===== src/rtl/sa_tile_sched.sv =====
// Tiled-GEMM sequencer: walks m/n/k 8x8 tiles, launches one core run per tile and
// produces per-tile DRAM addresses, accumulate flags and job status.
module sa_tile_sched #(
  parameter int unsigned ADDR_W       = 32,
  parameter int unsigned CNT_W        = 8,
  parameter int unsigned TILE_A_BYTES = 64,
  parameter int unsigned TILE_B_BYTES = 64,
  parameter int unsigned TILE_C_BYTES = 256
) (
  input  logic              clk,
  input  logic              rstn,
  input  logic              i_start,
  input  logic              i_abort,
  input  logic [ADDR_W-1:0] i_a_base,
  input  logic [ADDR_W-1:0] i_b_base,
  input  logic [ADDR_W-1:0] i_c_base,
  input  logic [CNT_W-1:0]  i_tiles_m,
  input  logic [CNT_W-1:0]  i_tiles_n,
  input  logic [CNT_W-1:0]  i_tiles_k,
  output logic              o_core_start,
  output logic [ADDR_W-1:0] o_rd_addr_a,
  output logic [ADDR_W-1:0] o_rd_addr_b,
  output logic [ADDR_W-1:0] o_wr_addr,
  output logic              o_acc_clear,
  output logic              o_acc_store,
  input  logic              i_core_done,
  output logic              o_busy,
  output logic              o_done,
  output logic              o_error,
  output logic [23:0]       o_tile_idx
);

  typedef enum logic [2:0] {StIdle, StIssue, StWait, StAdvance, StFin} state_e;

  localparam logic [ADDR_W-1:0] AStep = ADDR_W'(TILE_A_BYTES);
  localparam logic [ADDR_W-1:0] BStep = ADDR_W'(TILE_B_BYTES);
  localparam logic [ADDR_W-1:0] CStep = ADDR_W'(TILE_C_BYTES);

  state_e            state_q, state_d;
  logic [CNT_W-1:0]  m_q, m_d, n_q, n_d, k_q, k_d;
  logic [CNT_W-1:0]  tm_q, tm_d, tn_q, tn_d, tk_q, tk_d;
  logic [ADDR_W-1:0] a_q, a_d, a_row_q, a_row_d;
  logic [ADDR_W-1:0] b_q, b_d, b_col_q, b_col_d, b_base_q, b_base_d;
  logic [ADDR_W-1:0] c_q, c_d;
  logic [23:0]       idx_q, idx_d;
  logic              done_q, done_d, err_q, err_d;

  logic              k_last, n_last, m_last, cfg_bad, run_active;
  logic [ADDR_W-1:0] b_kstep;

  assign k_last  = (k_q == tk_q - CNT_W'(1));
  assign n_last  = (n_q == tn_q - CNT_W'(1));
  assign m_last  = (m_q == tm_q - CNT_W'(1));
  assign cfg_bad = (i_tiles_m == '0) || (i_tiles_n == '0) || (i_tiles_k == '0);
  // Stepping k moves B down one full tile row of the B matrix.
  assign b_kstep = ADDR_W'(tn_q) * BStep;

  always_comb begin
    state_d  = state_q;
    m_d      = m_q;
    n_d      = n_q;
    k_d      = k_q;
    tm_d     = tm_q;
    tn_d     = tn_q;
    tk_d     = tk_q;
    a_d      = a_q;
    a_row_d  = a_row_q;
    b_d      = b_q;
    b_col_d  = b_col_q;
    b_base_d = b_base_q;
    c_d      = c_q;
    idx_d    = idx_q;
    done_d   = done_q;
    err_d    = err_q;

    unique case (state_q)
      StIdle: begin
        if (i_start) begin
          done_d   = 1'b0;
          err_d    = 1'b0;
          idx_d    = '0;
          tm_d     = i_tiles_m;
          tn_d     = i_tiles_n;
          tk_d     = i_tiles_k;
          m_d      = '0;
          n_d      = '0;
          k_d      = '0;
          a_d      = i_a_base;
          a_row_d  = i_a_base;
          b_d      = i_b_base;
          b_col_d  = i_b_base;
          b_base_d = i_b_base;
          c_d      = i_c_base;
          if (cfg_bad) begin
            err_d = 1'b1;
          end else begin
            state_d = StIssue;
          end
        end
      end
      StIssue: begin
        state_d = i_core_done ? StAdvance : StWait;
      end
      StWait: begin
        if (i_core_done) begin
          state_d = StAdvance;
        end
      end
      StAdvance: begin
        idx_d = idx_q + 24'd1;
        if (!k_last) begin
          k_d = k_q + CNT_W'(1);
          a_d = a_q + AStep;
          b_d = b_q + b_kstep;
        end else begin
          k_d = '0;
          c_d = c_q + CStep;
          if (!n_last) begin
            // Same A row again, next B column.
            n_d     = n_q + CNT_W'(1);
            a_d     = a_row_q;
            b_d     = b_col_q + BStep;
            b_col_d = b_col_q + BStep;
          end else begin
            // A rows are contiguous, so the next row starts right after the last k tile.
            n_d     = '0;
            m_d     = m_q + CNT_W'(1);
            a_d     = a_q + AStep;
            a_row_d = a_q + AStep;
            b_d     = b_base_q;
            b_col_d = b_base_q;
          end
        end
        if (k_last && n_last && m_last) begin
          state_d = StFin;
          done_d  = 1'b1;
        end else begin
          state_d = StIssue;
        end
      end
      StFin: begin
        state_d = StIdle;
      end
      default: begin
        state_d = StIdle;
      end
    endcase

    if ((state_q != StIdle) && i_abort) begin
      state_d = StIdle;
      err_d   = 1'b1;
      done_d  = done_q;
      idx_d   = idx_q;
      m_d     = '0;
      n_d     = '0;
      k_d     = '0;
    end
  end

  always_ff @(posedge clk or negedge rstn) begin
    if (!rstn) begin
      state_q  <= StIdle;
      m_q      <= '0;
      n_q      <= '0;
      k_q      <= '0;
      tm_q     <= '0;
      tn_q     <= '0;
      tk_q     <= '0;
      a_q      <= '0;
      a_row_q  <= '0;
      b_q      <= '0;
      b_col_q  <= '0;
      b_base_q <= '0;
      c_q      <= '0;
      idx_q    <= '0;
      done_q   <= 1'b0;
      err_q    <= 1'b0;
    end else begin
      state_q  <= state_d;
      m_q      <= m_d;
      n_q      <= n_d;
      k_q      <= k_d;
      tm_q     <= tm_d;
      tn_q     <= tn_d;
      tk_q     <= tk_d;
      a_q      <= a_d;
      a_row_q  <= a_row_d;
      b_q      <= b_d;
      b_col_q  <= b_col_d;
      b_base_q <= b_base_d;
      c_q      <= c_d;
      idx_q    <= idx_d;
      done_q   <= done_d;
      err_q    <= err_d;
    end
  end

  assign run_active   = (state_q == StIssue) || (state_q == StWait);
  assign o_core_start = (state_q == StIssue);
  assign o_busy       = run_active || (state_q == StAdvance);
  assign o_acc_clear  = run_active && (k_q == '0);
  assign o_acc_store  = run_active && k_last;
  assign o_rd_addr_a  = a_q;
  assign o_rd_addr_b  = b_q;
  assign o_wr_addr    = c_q;
  assign o_done       = done_q;
  assign o_error      = err_q;
  assign o_tile_idx   = idx_q;

endmodule


===== config.mk =====
export PLATFORM = sky130hd
export DESIGN_NAME = sa_tile_sched
export DESIGN_NICKNAME = d
export VERILOG_FILES = /design/src/rtl/sa_tile_sched.sv
export SDC_FILE = /design/constraint.sdc
export NUM_CORES = 1
export LEC_CHECK = 0
export ABC_CLOCK_PERIOD_IN_PS = 4200
export CAP_MARGIN = 20
export CELL_PAD_IN_SITES_DETAIL_PLACEMENT = 2
export CELL_PAD_IN_SITES_GLOBAL_PLACEMENT = 2
export CORE_AREA = 4 4 170 295
export CTS_BUF_LIST = sky130_fd_sc_hd__clkbuf_8 sky130_fd_sc_hd__clkbuf_16
export DETAILED_ROUTE_END_ITERATION = 8
export DIE_AREA = 0 0 174 299
export GPL_ROUTABILITY_DRIVEN = 0
export PLACE_DENSITY = 0.78
export SLEW_MARGIN = 20
export SYNTH_ARGS = -nofsm -noshare
export SYNTH_HDL_FRONTEND = slang
export SYNTH_SLANG_ARGS = --single-unit

===== constraint.sdc =====
create_clock -name clk -period 4.2 [get_ports clk]
set_input_delay 0.63 -clock clk [delete_from_list [all_inputs] [get_ports clk]]
set_output_delay 0.63 -clock clk [all_outputs]
set_load 0.02 [all_outputs]

==> reports/qor.yml <==
ios: 251
synth_cells: 1795
async_reset_ff_share_pct: 100
dr.max_layer_used: "met5"
routedWlPerCell_um: 23.9
p_leak_nw: 8.23
setup_slack_ps: 501
path_clk_slew_ps: 70
wl_met3_um: 2130
cts-root-buf: "clkbuf_16"
clk_latency_ps: 580
syn_area_per_cell_sq_um: 8.66
post-route-period-util_pct: 88.1
powerDensity_nw_per_um2: 752
areaGrowthSynthToFinish_pct: 27.0
yosysTopAreaCellShare_pct: 43.3
core-area_sq_um: 47700
grt_pass1_vias: 17200
n_fill_cell: 5283
tns_ps: 0
antennaDiodeCount: 0
grt_first_pass_wirelength_um: 98900
totalWireLength_um: 62400
cpPeakStageDelay_ps: 760
status: "finished with violations"
synth_area_sq_um: 15500
yosysMostFrequentCell: "nand2_1"
synth_area_leaders: "dfrtp_1, nand2_1, o21ai_0"
nets: 2144
critical-path-top-delay-family: "compound AO/OA/AOI/OAI gates"
crit_slowest_cell: "a21oi_1"
slew_viol_final: 0
cts_max_level: 1
r2r_cells: 9
crit_buf_inv: 1
antenna_found_initial: 3
maxCapViolations: 0
rsz0062_at_grt: "false"
grt_overflow: 0
worstSetupPathType: "reg -> reg"
ctsHoldBuffers: 0
clkSinkCount: 269
fin_skew_ps: 17.6
drive_gt1_share_pct: 6.04
min_path_type: "in -> async"
fmax_mhz: 270
hpwl_um: 43800
num_rows: 106
die_area_sq_um: 52000
peakVddDrop_mv: 0.493
grt_usage_pct: 23.5
wl_met2_um: 35100
start_kind: "register"
viasPerCell: 5.76
path_depth: 9
critPathMaxFanout: 15
synth_top_cell_by_area: "dfrtp_1"
clockBufferDepth: 3
cts_setup_buffers: 0
cts_resized: 0
ant_nets: 0
ys.warnings.count: 0
fp.dieW_um: 174
finalHoldWorstSlack_ps: -4.32
yosysSeqAreaShare_pct: 43.3
synthTopCellsByCount: "nand2_1, dfrtp_1, nor2_1"
hold_viol: 1
pre_cts_ws_ps: 438
synth_seq_cells: 269
fp.dieH_um: 299
syn_nets: 1940
drc: 0
finalCriticalPeriod_ps: 3700
worst_slew_pin_slew_ps: 880
critPathRequiredTime_ps: 4680
end_kind: "register"
synth_cell_types: 82
slew_headroom_pct: 41.0
synthFlopType: "dfrtp_1"
dr.pass1.iters: 4
drt_iter0_drc: 646
cts_tree: "built"
start_util_pct: 32.6
crit_chain: "inv_1 > ha_1 > or3b_2 > nor3_1 > a31oi_1 > a2111o_2 > a21oi_1 > a221oi_1 > a211oi_1"
setup_viol: 0
numCtsBuffers: 29
violations: "negative hold slack"
crit_arrival_ps: 4180
synth_edf_count: 0
via_count: 15100
wirelength_met1_um: 23200
grt_max_degree: 162
io_buffers: 250
==> per-stage QoR <==
step | power, W | hold WS [ps] | instances | util [%] | area, sq um
final | 0.0148 | -4.32 | 2615 | 41.3 | 19700
after floorplan | 0.00901 | 334 | 1795 | - | 15500
after global placement | 0.0118 | 454 | 2562 | 39.3 | 18800
after global routing | 0.0159 | 43.8 | 2615 | 41.3 | 19700
after CTS | 0.0150 | 36.2 | 2615 | 41.3 | 19700
after detailed placement | 0.0122 | 467 | 2562 | 39.3 | 18800
==> power by group <==
part	switching, W	leakage (nW)	internal (W)
sequential	0.00131	3.27	0.00366
clock	0.00116	0.502	0.00152
combinational	0.00423	4.46	0.00297
==> state kept, by name, indices dropped and copies added, names as in the netlist, 3 cells and up <==
name and count:
m_q 8, a_row_q 32, o_tile_idx 24, b_col_q 32, n_q 8, state_q 3, tk_q 8, o_wr_addr 32
tm_q 8, k_q 8, o_rd_addr_a 32, o_rd_addr_b 32, tn_q 8, b_base_q 32
==> metal layers <==
metal	GRT usage [%]	up-vias
li1	-	6832
met3	3.19	112
met1	25.4	7824
met4	7.44	6
met5	0	-
met2	46.7	276
==> final cells by class <==
class / count / area (sq um) / share of cell area [%]
multi-input combinational: 1382 / 8300 / 42.0
clock inverter: 16 / 130 / 0.659
sequential: 269 / 6730 / 34.1
inverter: 35 / 131 / 0.665
timing repair buffer: 282 / 2880 / 14.6
clock buffer: 37 / 836 / 4.23
tap: 594 / 743 / 3.76
==> cell families (layout without fill, tap and decap cells) <==
logic type               count (synthesis)  in the layout  share of synthesized area (%)
flip-flops                             269            269                           43.3
AND/OR/NAND/NOR                        735            735                           22.1
adder cells (fa/ha/maj)                 21             21                           1.72
multiplexers                            40             40                           2.62
XOR/XNOR                               112            112                           6.31
buffers and inverters                  144            370                           3.74
AO/OA/AOI/OAI                          474            474                           20.2
==> worst reg2reg max path: stages (launching register included) <==
cell	delay [ps]
dfrtp_1	440
inv_1	140
ha_1	210
or3b_2	470
nor3_1	180
a31oi_1	200
a2111o_2	750
a21oi_1	770
a221oi_1	170
a211oi_1	280
==> worst paths after layout <==
| path | startpoint | slack (ps) | end |
|---|---|---|---|
| max reg2reg | tn_q[1] | 500 | o_rd_addr_a[30] |
| min | rstn | -4 | o_wr_addr[17] |
| min reg2reg | o_wr_addr[7] | 480 | o_wr_addr[7] |
| max | tn_q[1] | 500 | o_rd_addr_a[30] |
| max in group asynchronous | rstn | 3240 | o_rd_addr_b[7] |
| min in group clk | o_wr_addr[7] | 480 | o_wr_addr[7] |
==> cells in the final DEF (no fill, tap or decap), drive strengths merged, types with 7 or more instances in the layout <==
| cell type | count |
|---|---|
| nand2 | 298 |
| dfrtp | 269 |
| clkdlybuf4s50 | 248 |
| nor2 | 159 |
| o21ai | 121 |
| a21oi | 108 |
| nand3 | 77 |
| xnor2 | 62 |
| xor2 | 50 |
| inv | 41 |
| clkbuf | 37 |
| mux2i | 34 |
| nor3 | 33 |
| buf | 33 |
| and3 | 32 |
| nand4 | 31 |
| o211ai | 31 |
| a211oi | 27 |
| a21o | 25 |
| nor4 | 24 |
| a2bb2oi | 22 |
| o22ai | 20 |
| a31oi | 19 |
| ha | 19 |
| nand2b | 13 |
| and4 | 13 |
| and2 | 12 |
| o21a | 12 |
| o22a | 12 |
| o31ai | 9 |
| or3 | 7 |
| or2 | 7 |
| o41ai | 7 |
| o221ai | 7 |
| clkinv | 7 |
| or4 | 7 |
(Power assumes the default switching activity.)
